--- src/rtl/viterbi_seq.sv ---
// Viterbi ACS/traceback sequencer: IDLE/INIT/RUN/DRAIN FSM driving phase enables, segment/page counters and traceback strobes.
// Outputs are combinational from registered state (zero latency); Active low stalls the counters and raises Hold.
module viterbi_seq #(
  parameter int WD_FSM   = 6,
  parameter int WD_DEPTH = 5
) (
  input  logic                CLOCK,
  input  logic                Reset,
  input  logic                Active,
  input  logic                FrameStart,
  input  logic                Flush,
  output logic [WD_FSM-1:0]   ACSSegment,
  output logic [WD_DEPTH-1:0] ACSPage,
  output logic                Ph1En,
  output logic                Ph2En,
  output logic                Init,
  output logic                Hold,
  output logic                CompareStart,
  output logic                TB_EN,
  output logic                TB_Last,
  output logic                Busy
);

  typedef enum logic [1:0] {IDLE, INIT, RUN, DRAIN} state_t;

  localparam logic [WD_FSM-1:0]   SEG_MAX  = '1;
  localparam logic [WD_DEPTH-1:0] PAGE_MAX = '1;

  state_t              state, state_nxt;
  logic [WD_FSM-1:0]   seg;
  logic [WD_DEPTH-1:0] page;
  logic                phase;
  logic                flush_lat;
  logic                cmp_start;
  logic                init_r;
  logic                seg_last;

  assign seg_last   = (seg == SEG_MAX);
  assign ACSSegment = seg;
  assign ACSPage    = page;

  always_ff @(posedge CLOCK or posedge Reset) begin
    if (Reset) state <= IDLE;
    else       state <= state_nxt;
  end

  always_comb begin
    state_nxt    = state;
    Ph1En        = 1'b0;
    Ph2En        = 1'b0;
    Init         = 1'b0;
    Hold         = 1'b0;
    CompareStart = 1'b0;
    TB_EN        = 1'b0;
    TB_Last      = 1'b0;
    Busy         = 1'b0;
    case (state)
      IDLE: begin
        if (FrameStart) state_nxt = INIT;
      end
      INIT: begin
        Init      = 1'b1;
        Busy      = 1'b1;
        state_nxt = RUN;
      end
      RUN: begin
        Busy         = 1'b1;
        Hold         = ~Active;
        Ph1En        = Active & ~phase;
        Ph2En        = Active & phase;
        Init         = init_r;
        CompareStart = cmp_start;
        TB_EN        = Ph2En & seg_last & cmp_start;
        // A flush arriving on the page-closing cycle itself is honoured immediately.
        if (Ph2En && seg_last && (flush_lat || Flush)) state_nxt = DRAIN;
      end
      DRAIN: begin
        Busy         = 1'b1;
        TB_EN        = 1'b1;
        TB_Last      = 1'b1;
        CompareStart = cmp_start;
        state_nxt    = IDLE;
      end
      default: state_nxt = IDLE;
    endcase
    // FrameStart overrides everything, including a traceback due this cycle.
    if (FrameStart) begin
      state_nxt = INIT;
      TB_EN     = 1'b0;
    end
  end

  always_ff @(posedge CLOCK or posedge Reset) begin
    if (Reset) begin
      seg       <= '0;
      page      <= '0;
      phase     <= 1'b0;
      flush_lat <= 1'b0;
      cmp_start <= 1'b0;
      init_r    <= 1'b0;
    end else if (FrameStart) begin
      seg       <= '0;
      page      <= '0;
      phase     <= 1'b0;
      flush_lat <= 1'b0;
      cmp_start <= 1'b0;
      init_r    <= 1'b1;
    end else begin
      case (state)
        INIT: init_r <= 1'b1;
        RUN: begin
          if (Flush) flush_lat <= 1'b1;
          if (Active) begin
            phase <= ~phase;
            if (phase) begin
              seg <= seg + WD_FSM'(1);
              if (seg_last) begin
                page <= page + WD_DEPTH'(1);
                if (page == PAGE_MAX) cmp_start <= 1'b1;
                if (page == '0)       init_r    <= 1'b0;
              end
            end
          end
        end
        default: begin
          seg       <= '0;
          page      <= '0;
          phase     <= 1'b0;
          flush_lat <= 1'b0;
          cmp_start <= 1'b0;
          init_r    <= 1'b0;
        end
      endcase
    end
  end

endmodule

--- config.mk ---
export PLATFORM = sky130hd
export DESIGN_NAME = viterbi_seq
export DESIGN_NICKNAME = d
export VERILOG_FILES = /design/src/rtl/viterbi_seq.sv
export SDC_FILE = /design/constraint.sdc
export NUM_CORES = 1
export LEC_CHECK = 0
export CORE_MARGIN = 10
export CORE_UTILIZATION = 35
export DETAILED_ROUTE_END_ITERATION = 10
export PLACE_DENSITY_LB_ADDON = 0.2
export REMOVE_ABC_BUFFERS = 1
export SETUP_SLACK_MARGIN = 0.02
export SLEW_MARGIN = 20
export SYNTH_ARGS = -nofsm -noshare
export SYNTH_HDL_FRONTEND = slang
export SYNTH_SLANG_ARGS = --single-unit
--- constraint.sdc ---
create_clock -name CLOCK -period 2.35 [get_ports CLOCK]
set_input_delay 0.47 -clock CLOCK [delete_from_list [all_inputs] [get_ports CLOCK]]
set_output_delay 0.47 -clock CLOCK [all_outputs]
set_load 0.01 [all_outputs]
; ---- Word level (Yosys, flattened, before mapping)
; Cells that the tools add are included.
[op_classes]
eq_ne = 14
muxes = 39
add_sub_neg = 2
reduce_logical = 14
n_bitwise = 6
[op_table]
columns = operator, count
row1 = $mux 1, 21
row2 = $ne 3x3->1 const B, 7
row3 = $mux 5, 4
row4 = $mux 6, 3
row5 = $pmux 1 s2, 6
row6 = $pmux 6 s2, 1
row7 = $pmux 5 s2, 1
row8 = $reduce_and 4->1, 2
row9 = $add 6x1->6 const B, 1
row10 = $eq 6x6->1 const B, 1
row11 = $pmux 2 s3, 1
row12 = $reduce_and 2->1, 3
row13 = $add 5x1->5 const B, 1
row14 = $eq 5x5->1 const B, 1
row15 = $logic_not 5->1, 1
row16 = $reduce_and 5->1, 1
row17 = $and 1x1->1, 4
row18 = $eq 2x2->1 const B, 2
row19 = $mux 2, 2
row20 = $ne 2x2->1 const B, 2
row21 = $reduce_and 3->1, 1
row22 = $reduce_or 3->1, 1
row23 = $eq 2x1->1 const B, 1
row24 = $logic_and 1x1->1, 2
row25 = other kinds (4), 5
[word_totals]
ff_bits = 17
out_inout_bits = 19

; ---- Depth between registers and ports, before layout
; Gate-level depths: netlist of run 1.
[logic_depth]
ltp_word = 7
depth_mapped = 8

; ---- Worst setup path before layout of run 1
; No wires, ideal clock.
[synth_path]
path_type = register -> register
start = register page[0] (netlist: ACSPage[0])
end = register init_r
arrival_ns = 1.711
stages_incl_launch_ff = 7
synth_period_minus_slack_ns = 1.832
n_path_buf = 0
required_ns = 2.229
path_slack_ns = 0.518
cell_sequence = dfrtp_1 > inv_1 > ha_1 > or4b_2 > o31ai_1 > mux2i_1 > nand2b_1
[synth_between]
elab_chain_len = 3
[synth_lines]
columns = item, line_no
row1 = "start, declared", 31  ; logic [WD_DEPTH-1:0] page;
row2 = "start signal, assigned", 118  ; page <= page + WD_DEPTH'(1);
row3 = $logic_not 5->1, 120  ; if (page == '0) init_r <= 1'b0;
row4 = $ne 3x3->1 (no line), n/a
row5 = $reduce_and 4->1 (no line), n/a
row6 = "end signal, assigned", 110  ; INIT: init_r <= 1'b1;
row7 = "end signal, assigned", 120
row8 = "end signal, assigned", 131  ; init_r <= 1'b0;
row9 = "end, declared", 35  ; logic init_r;
; No other way between the ends.
; A chain may end at the register's enable or synchronous reset.

; ---- Worst setup path after layout of run 1
[layout_path]
start = register state[0]
end = output port Init
[layout_between]
elab_chain_len = 2
elab_cells_between_ends = 3
[layout_lines]
columns = item, line_no
row1 = "start, declared", 29  ; state_t state, state_nxt;
row2 = "start signal, assigned", 44  ; else state <= state_nxt;
row3 = $eq 2x2->1 / $eq 2x1->1 (equally long branches), 57  ; case (state)
row4 = $pmux 1 s2 *, 57
row5 = "end, declared", 16  ; output logic Init,
; Every way passes the cells marked *; elsewhere a longest branch is shown, timed or not.

==> results of run 1 <==
-- cells by family (layout without fill, tap and decap cells) --
logic type,Yosys count,in the layout
compound gates,33,33
fa+ha+maj,8,8
buf+inv,13,49
flops,17,17
mux,3,3
simple gates,45,45
-- cell type report --
cell class	instances	share of cell area, %
multi-input combinational	89	41.6
clock buffer	3	1.51
tap	44	3.68
clock inverter	1	0.334
inverter	9	2.26
sequential	17	28.5
timing repair buffer	36	22.1
-- critical path, stage by stage, from the launching register on --
cell and delay (ps):
dfrtp_1 440, inv_2 80, ha_1 270, nor2b_1 120
clkdlybuf4s50_1 540
-- metal layers --
metal,part of all wire [%],track usage [%],wire [um],vias up
met5,0,0,0,-
met4,0.35,3.51,10,0
met3,7.0,3.26,199,2
met2,45,16.1,1260,22
met1,48,14.2,1350,484
li1,-,-,-,505
-- power breakdown --
part           switching [uW]  internal [uW]
clock network            97.5           63.3
logic                     100           84.1
registers                11.7            303
total                     210            450
-- placed cells by master (no fill, tap or decap), drive strengths merged, types with 3 or more instances in the layout --
master | Yosys | routed
clkbuf | 3 | 3
ha | 8 | 8
nor2 | 12 | 12
nand3 | 6 | 6
inv | 9 | 9
o21ai | 5 | 5
o31ai | 3 | 3
o21bai | 3 | 3
buf | 1 | 13
or3 | 3 | 3
nand2b | 3 | 3
a21oi | 9 | 9
dfrtp | 17 | 17
clkdlybuf4s50 | 0 | 19
nand2 | 8 | 8
-- repair_timing --
| item | CTS | global route |
|---|---|---|
| resized for setup | 6 | 4 |
| setup buffers | 0 | 2 |
| endpoints found under the setup margin | 6 | 3 |
-- flip-flops by register name, summed over array words and instances (netlist names) --
name / cells
flush_lat: 1
phase: 1
ACSSegment: 6
cmp_start: 1
state: 2
ACSPage: 5
init_r: 1
-- metrics by stage --
| step | hold slack, ps | setup TNS, ps | total power [uW] |
|---|---|---|---|
| floorplan | 396 | 0 | 415 |
| CTS | 515 | 0 | 666 |
| detailed placement | 486 | -118 | 497 |
| finish | 517 | 0 | 660 |
| global placement | 491 | -67.5 | 495 |
| global route | 530 | 0 | 710 |
-- path summary, 6_finish.rpt --
check                             end  cells past startpoint
max in group asynchronous    state[1]                      2
setup reg to reg               init_r                      6
hold / removal              flush_lat                      2
hold reg to reg             flush_lat                      2
setup / recovery                 Init                      4
min in group asynchronous  ACSPage[4]                      2
==> impl_metrics.ini, run 1 <==
[logic_synthesis]
yosysWarnings = 0
synth.distinct_cells = 40
synth_fa_ha_area_share_pct = 9.17
synth-simple-area-share_pct = 22.6
synth_commonest_cells = 17 x dfrtp_1, 12 x nor2_1, 9 x a21oi_1, 9 x inv_1
post-synth-top-area-fraction_pct = 39.0
synthArstFlopShare_pct = 100
synth-xor-area-share_pct = 0
synth_compound_area_share_pct = 20.1
synth.largest_area_cell = dfrtp_1
synth_area_leaders = dfrtp_1 39%, ha_1 9.2%, a21oi_1 4.1%, nor2_1 4.1%, inv_1 3.1%
synth-seq-cells = 17
synth_top_flop_cell = dfrtp_1
muxShareOfSynthArea_pct = 2.98
synth_most_common_cell = dfrtp_1
syn_area_per_cell_um2 = 9.17
synth_top_family_by_area = simple AND/OR/NAND/NOR gates
netlist_instances = 119
ys_seq_area_share_pct = 39.0
synth_area_mm2 = 0.00109
synth-edff-count = 0

[place]
io_buffers = 23
place_inst = 193
placed_area_mm2 = 0.00143
pre_cts_ws_ps = -81.3
hpwl_um = 2140
gp_congestion = 0.794

[worst_hold_path]
hold_path_startpoint = flush_lat
min_path_type = reg -> reg

[clock_tree]
cts_buffers = 3
cts.sinks = 17
cts_max_level = 1
clkLatencyLatePin_ps = 290
root_buffer = clkbuf_4
holdBufCountCts = 0
cts_tree = done
path_clk_slew_ps = 110
clockBufferDepth = 2

[global_route]
antenna_found_initial = 0
grt_start_max_net_pins = 18
grt_pass1_vias = 964
grt_pass1_wl_um = 4770
globalRouteOverflowTotal = 0
track_usage_pct = 10.7

[routing]
ant_nets = 0
drc_errors = 0
detail_route.wl_per_cell_um = 14.2
route.vias.total = 1013
drt_pre_antenna_iters = 4
vias_per_cell = 5.09
drt_iter0_markers = 54
wl_um = 2820

[sta]
drv_slew = 0
final.setup_skew_ps = 7.30
post-route-period-util_pct = 94.1
hold_viol = 0
finalCriticalPeriod_ps = 2210
max_freq_mhz = 452
setup_ws_ps = 140
rsz0062_at_grt = false
slew_headroom_pct = 56.4
tightest_slew_ps = 654
finalSetupViolCount = 0

[finish]
diodes = 0
layout.cells.non_filler = 199
seqCellArea_um2 = 427
fill_cells = 285
drive_gt1_share_pct = 17.4
utilization_pct = 49.4
multi_input_area_um2 = 623
design_area_mm2 = 0.00150
areaGrowthSynthToFinish_pct = 37.2
fin_nets = 169

[floorplanning]
die_w_um = 75.8
fp.coreArea_mm2 = 0.00303
die_h_um = 75.8
ios = 24
rows = 20
die-area_mm2 = 0.00575
initial_core_util_pct = 36.0

[power]
power_density_mw_per_mm2 = 441
max-vdd-ir-drop_mv = 0.207
p_leak_uw = 0.000696

[setup_path]
critPathLaunchType = flop
r2r_slack_ps = 400
cp.arrival_ps = 1740
crit_fanout = 4
critPathKind = reg -> out
worstPathRequired_ps = 1880
reg2reg_from = ACSPage[0]
cp-end-kind = output port
crit_start = state[0]

[job]
maxCapViolations = 0

[run_status]
status = completed
Power figures use the tool's default switching activity.
==> run 2, diff against run 1 <==
Settings changed: ABC_AREA set to 1, CAP_MARGIN set to 15.
==> run 2 against run 1 <==
  * Sequential cell count unchanged
  * Largest power group is now combinational cells
  * Sequential share of layout area decreased by 0.76 points
  * Critical endpoint is now TB_EN
  * Combinational power increased to 3.6 times the previous value
  * Cell count increased by 11%
  * Largest cell class unchanged
==> impl_metrics.ini, run 2 <==
[clock_tree]
cts_max_level = 1
cts.sinks = 17
cts_buffers = 3
clkLatencyLatePin_ps = 300
path_clk_slew_ps = 110
clockBufferDepth = 2
root_buffer = clkbuf_4
cts_tree = done

[routing]
drc_errors = 0
vias_per_cell = 4.53
drt_iter0_markers = 62
ant_nets = 0
detail_route.wl_per_cell_um = 11.9
route.vias.total = 996
wl_um = 2620
drt_pre_antenna_iters = 4

[logic_synthesis]
yosysWarnings = 0
synth_area_mm2 = 0.00114
synth_most_common_cell = nand2_1
synth-seq-cells = 17
synthArstFlopShare_pct = 100
synth-edff-count = 0
post-synth-top-area-fraction_pct = 37.2
ys_seq_area_share_pct = 37.2
netlist_instances = 140
syn_area_per_cell_um2 = 8.16
synth_top_flop_cell = dfrtp_1
synth_area_leaders = dfrtp_1 37%, nand2_1 11%, ha_1 8.8%, inv_1 6.6%, nand3_1 4.8%
synth.distinct_cells = 24
synth.largest_area_cell = dfrtp_1
synth_commonest_cells = 34 x nand2_1, 20 x inv_1, 17 x dfrtp_1

[finish]
largest_reg_flops = 6
diodes = 0
final_cell_mix = 34 x nand2_1, 20 x inv_1, 18 x clkdlybuf4s50_1
fin_nets = 190
areaGrowthSynthToFinish_pct = 34.2
layout.cells.non_filler = 220
drive_gt1_share_pct = 19.3
layout_commonest_cell = nand2_1
utilization_pct = 49.8

[floorplanning]
die-area_mm2 = 0.00595
rows = 20
ios = 24
initial_core_util_pct = 37.1
fp.coreArea_mm2 = 0.00308
die_h_um = 77.1
die_w_um = 77.1

[sta]
slew_headroom_pct = 53.6
final.setup_skew_ps = 2.41
finalSetupViolCount = 0
max_freq_mhz = 460
finalCriticalPeriod_ps = 2170
tightest_slew_ps = 695
drv_slew = 0
hold_viol = 0
rsz0062_at_grt = true
post-route-period-util_pct = 92.5

[global_route]
antenna_found_initial = 0
track_usage_pct = 9.15
grt_pass1_wl_um = 4530
globalRouteOverflowTotal = 0
grt_start_max_net_pins = 18
grt_pass1_vias = 992

[place]
io_buffers = 23
hpwl_um = 2090
place_inst = 215
gp_congestion = 0.823

[setup_path]
cp.arrival_ps = 1700
r2r_slack_ps = 810
critPathLaunchType = flop
cp-end-kind = output port
critPathKind = reg -> out
worstPathRequired_ps = 1880
crit_fanout = 5

[run_status]
status = completed

[worst_hold_path]
min_path_type = reg -> reg

[power]
p_leak_uw = 0.000782
power_density_mw_per_mm2 = 793
power.total_uw = 1220
max-vdd-ir-drop_mv = 0.379

[job]
maxCapViolations = 0
run 2: changes by cell type after synthesis, moves of 3 or more:
cell and delta:
a21oi_1 -4, inv_1 +11, nand2_1 +26, nand2b_1 -3, nand3_1 +5, nand4_1 +3, o21ai_2 +6, o31ai_1 -3
or3_1 -3
run 2: critical path, cell delays in order (launching register included):
cell and delay [ps]:
dfrtp_1 400, inv_1 90, ha_1 190, inv_2 70, nor2_1 140, nand3_1 90
a21oi_1 140, dlygate4sd2_1 290
run 2: worst paths after layout:
check / startpoint / cells past startpoint / end
max: state[0] / 7 / TB_EN
min: flush_lat / 1 / flush_lat
max reg2reg: state[0] / 9 / ACSPage[2]
min reg2reg: flush_lat / 1 / flush_lat
max in group asynchronous: Reset / 2 / ACSSegment[4]
min in group asynchronous: Reset / 2 / ACSPage[0]
run 2: kinds of logic (layout without fill, tap and decap cells):
family	Yosys count	count (layout)	synth area share, %
buffers and inverters	24	60	9.20
AOI/OAI and AO/OA	19	19	11.2
adders and majority gates	8	8	8.76
DFF	17	17	37.2
and+or+nand+nor	72	72	33.6
run 2: stage by stage:
step / setup TNS (ps) / worst slack, ps / area, um2 / hold WS, ps
2_1_floorplan: 0 / 477 / 1140 / 396
3_3_place_gp: -17.9 / -17.9 / 1490 / 501
3_5_place_dp: -62.4 / -62.4 / 1490 / 506
4_1_cts: 0 / 41.0 / 1520 / 535
5_1_grt: -5.06 / -5.06 / 1530 / 548
6_report: 0 / 177 / 1530 / 531
run 2: report_power, final:
part	total [uW]	leakage, uW	switching [uW]	internal, uW
Clock	165	0.0000177	101	63.5
Sequential	385	0.000229	43.0	342
Combinational	666	0.000535	385	282
run 2: per-layer routing:
layer	vias to the layer above	part of all wire, %	global-route usage, %
met1	448	45	10.3
met2	18	46	14.8
met5	-	0	0
met3	5	7.0	3.50
met4	0	1.9	4.38
li1	525	-	-
run 2: area by class of cell:
| type | count | area (um2) |
|---|---|---|
| Clock inverter | 1 | 5.00 |
| Multi-Input combinational cell | 99 | 617 |
| Fill cell | 322 | 1550 |
| Tap cell | 44 | 55.1 |
| Sequential cell | 17 | 425 |
| Timing Repair Buffer | 32 | 303 |
| Clock buffer | 3 | 22.5 |
| Inverter | 24 | 105 |
run 2: what timing repair did:
action / CTS / global route
resized for setup: 2 / 5
setup endpoints to repair: 4 / 4
hold buffers: 0 / 0
endpoints found under the hold margin: 0 / 0
gates cloned: 0 / 0
buffers inserted: 1 / 0
==> run 3, diff against run 2 <==
Settings changed: CORE_ASPECT_RATIO set to 1.4.
==> run 3 against run 2 <==
  * Critical path type unchanged
  * Die area increased by 0.54%
  * Sequential power is 1% higher
  * Global-route usage rose by 0.64 points
  * Worst hold slack lost 9.2 ps
  * Clock-buffer cell count rose by 1
  * Via count increased by 1.7%
  * Clock skew up 1.9 ps
  * Largest cell class unchanged
  * Wire length decreased by 1.4%
  * Highest routed layer unchanged
  * Sequential share of layout area up 0.091 points
  * Non-clock buffer count fell by 2
  * Combinational power fell by 3.5%
==> impl_metrics.ini, run 3 (synthesized netlist as in run 2, its figures left out) <==
[clock_tree]
cts.sinks = 17
path_clk_slew_ps = 70
root_buffer = clkbuf_8
cts_max_level = 1
cts_tree = done
cts_setup_buffers = 0
cts_buffers = 3
clkLatencyLatePin_ps = 260
clockBufferDepth = 2

[setup_path]
cp-endpoint = Hold
crit_start = state[0]
rr_worst_depth = 9
cp-end-kind = output port
critPathLaunchType = flop
cp.arrival_ps = 1670
worstPathRequired_ps = 1880
r2r_slack_ps = 780
reg2reg_from = state[0]
critPathKind = reg -> out
crit_fanout = 5
reg2reg_to = ACSPage[2]

[global_route]
grt_pass1_wl_um = 4690
grt_start_max_net_pins = 18
track_usage_pct = 9.79
antenna_found_initial = 0
globalRouteOverflowTotal = 0
grt_pass1_vias = 1063

[routing]
drt_pre_antenna_iters = 4
wl_um = 2580
drt_iter0_markers = 21
route.vias.total = 1013
vias_per_cell = 4.76
detail_route.wl_per_cell_um = 12.1
drc_errors = 0
ant_nets = 0

[finish]
fin_nets = 188
layout_commonest_cell = nand2_1
diodes = 0
largest_reg_flops = 6
utilization_pct = 48.9
final_cell_mix = 34 x nand2_1, 20 x inv_1, 18 x clkdlybuf4s50_1
drive_gt1_share_pct = 18.4
fill_cells = 329
areaGrowthSynthToFinish_pct = 33.7

[power]
clockPowerShare_pct = 18.2
power.total_uw = 1260
p_int_uw = 732
power_density_mw_per_mm2 = 826
comb_power_share_pct = 50.9
p_leak_uw = 0.000777
seq_power_share_pct = 30.9
netSwitchingPower_uw = 530
netSwitchingFraction_pct = 42.0
max-vdd-ir-drop_mv = 0.647

[floorplanning]
ios = 24
die-area_mm2 = 0.00598
fp.coreArea_mm2 = 0.00312
die_w_um = 68.3
rows = 24
initial_core_util_pct = 36.6
die_h_um = 87.6

[place]
io_buffers = 23
hpwl_um = 2100
pre_cts_ws_ps = -33.5
gp_congestion = 0.787

[sta]
finalCriticalPeriod_ps = 2140
setup_ws_ps = 210
hold_viol = 0
final.setup_skew_ps = 4.30
max_freq_mhz = 467
slew_headroom_pct = 54.8
rsz0062_at_grt = false
tightest_slew_ps = 678
drv_slew = 0
post-route-period-util_pct = 91.1
finalSetupViolCount = 0

[run_status]
status = completed

[worst_hold_path]
min_path_type = reg -> reg
hold_path_startpoint = init_r
hold_depth = 2

[job]
maxCapViolations = 0
run 3: cell count changes in the layout (fill, tap and decap cells not counted), sizes merged:
cell and delta:
buf -1, clkbuf +1, clkinv -1, dlygate4sd2 -1
run 3: power by group through the flow:
stage / combinational, uW / clock [uW] / sequential [uW]
final: 643 / 230 / 390
after global routing: 728 / 250 / 399
after CTS: 663 / 233 / 391
after detailed placement: 661 / 0 / 396
after global placement: 655 / 0 / 393
after floorplan: 426 / 0 / 390
run 3: final cells by class:
class | instances | area [um2] | share of cell area [%]
repair buffers | 30 | 287 | 18.8
flip-flops and latches | 17 | 425 | 27.8
well taps | 39 | 48.8 | 3.19
multi-input cells | 99 | 617 | 40.4
inverters | 24 | 105 | 6.88
clock buffers | 4 | 45.0 | 2.95
run 3: how the worst min path moves through the flow:
stage and to:
2_1_floorplan ACSPage[0], 3_3_place_gp init_r, 3_5_place_dp init_r, 4_1_cts init_r
5_1_grt flush_lat, 6_report init_r
run 3: worst max-delay path: stages, from the launching register on:
cell and delay [ps]:
dfrtp_1 420, inv_1 100, ha_1 180, inv_2 70
nor2_1 90, clkdlybuf4s50_1 550
run 3: routing by layer:
layer  share of wire, %  track usage, %
met1                 42            10.8
met2                 49            16.6
met3                7.3            3.07
met4                2.0            4.40
met5                  0               0
run 3: per-stage QoR:
stage | hold slack [ps] | TNS [ps] | instances | cell area (um2)
floorplan | 396 | 0 | 140 | 1140
detailed placement | 506 | -33.5 | 209 | 1470
CTS | 523 | 0 | 213 | 1520
finish | 522 | 0 | 213 | 1530
global placement | 495 | -30.4 | 209 | 1470
global route | 553 | 0 | 213 | 1530
run 3: repair_timing:
item                                   in CTS  in global routing
endpoints found under the hold margin       0                  0
resized for setup                           2                  5
hold buffers                                0                  0
setup endpoints to repair                   1                  5
pin swaps                                   0                  0
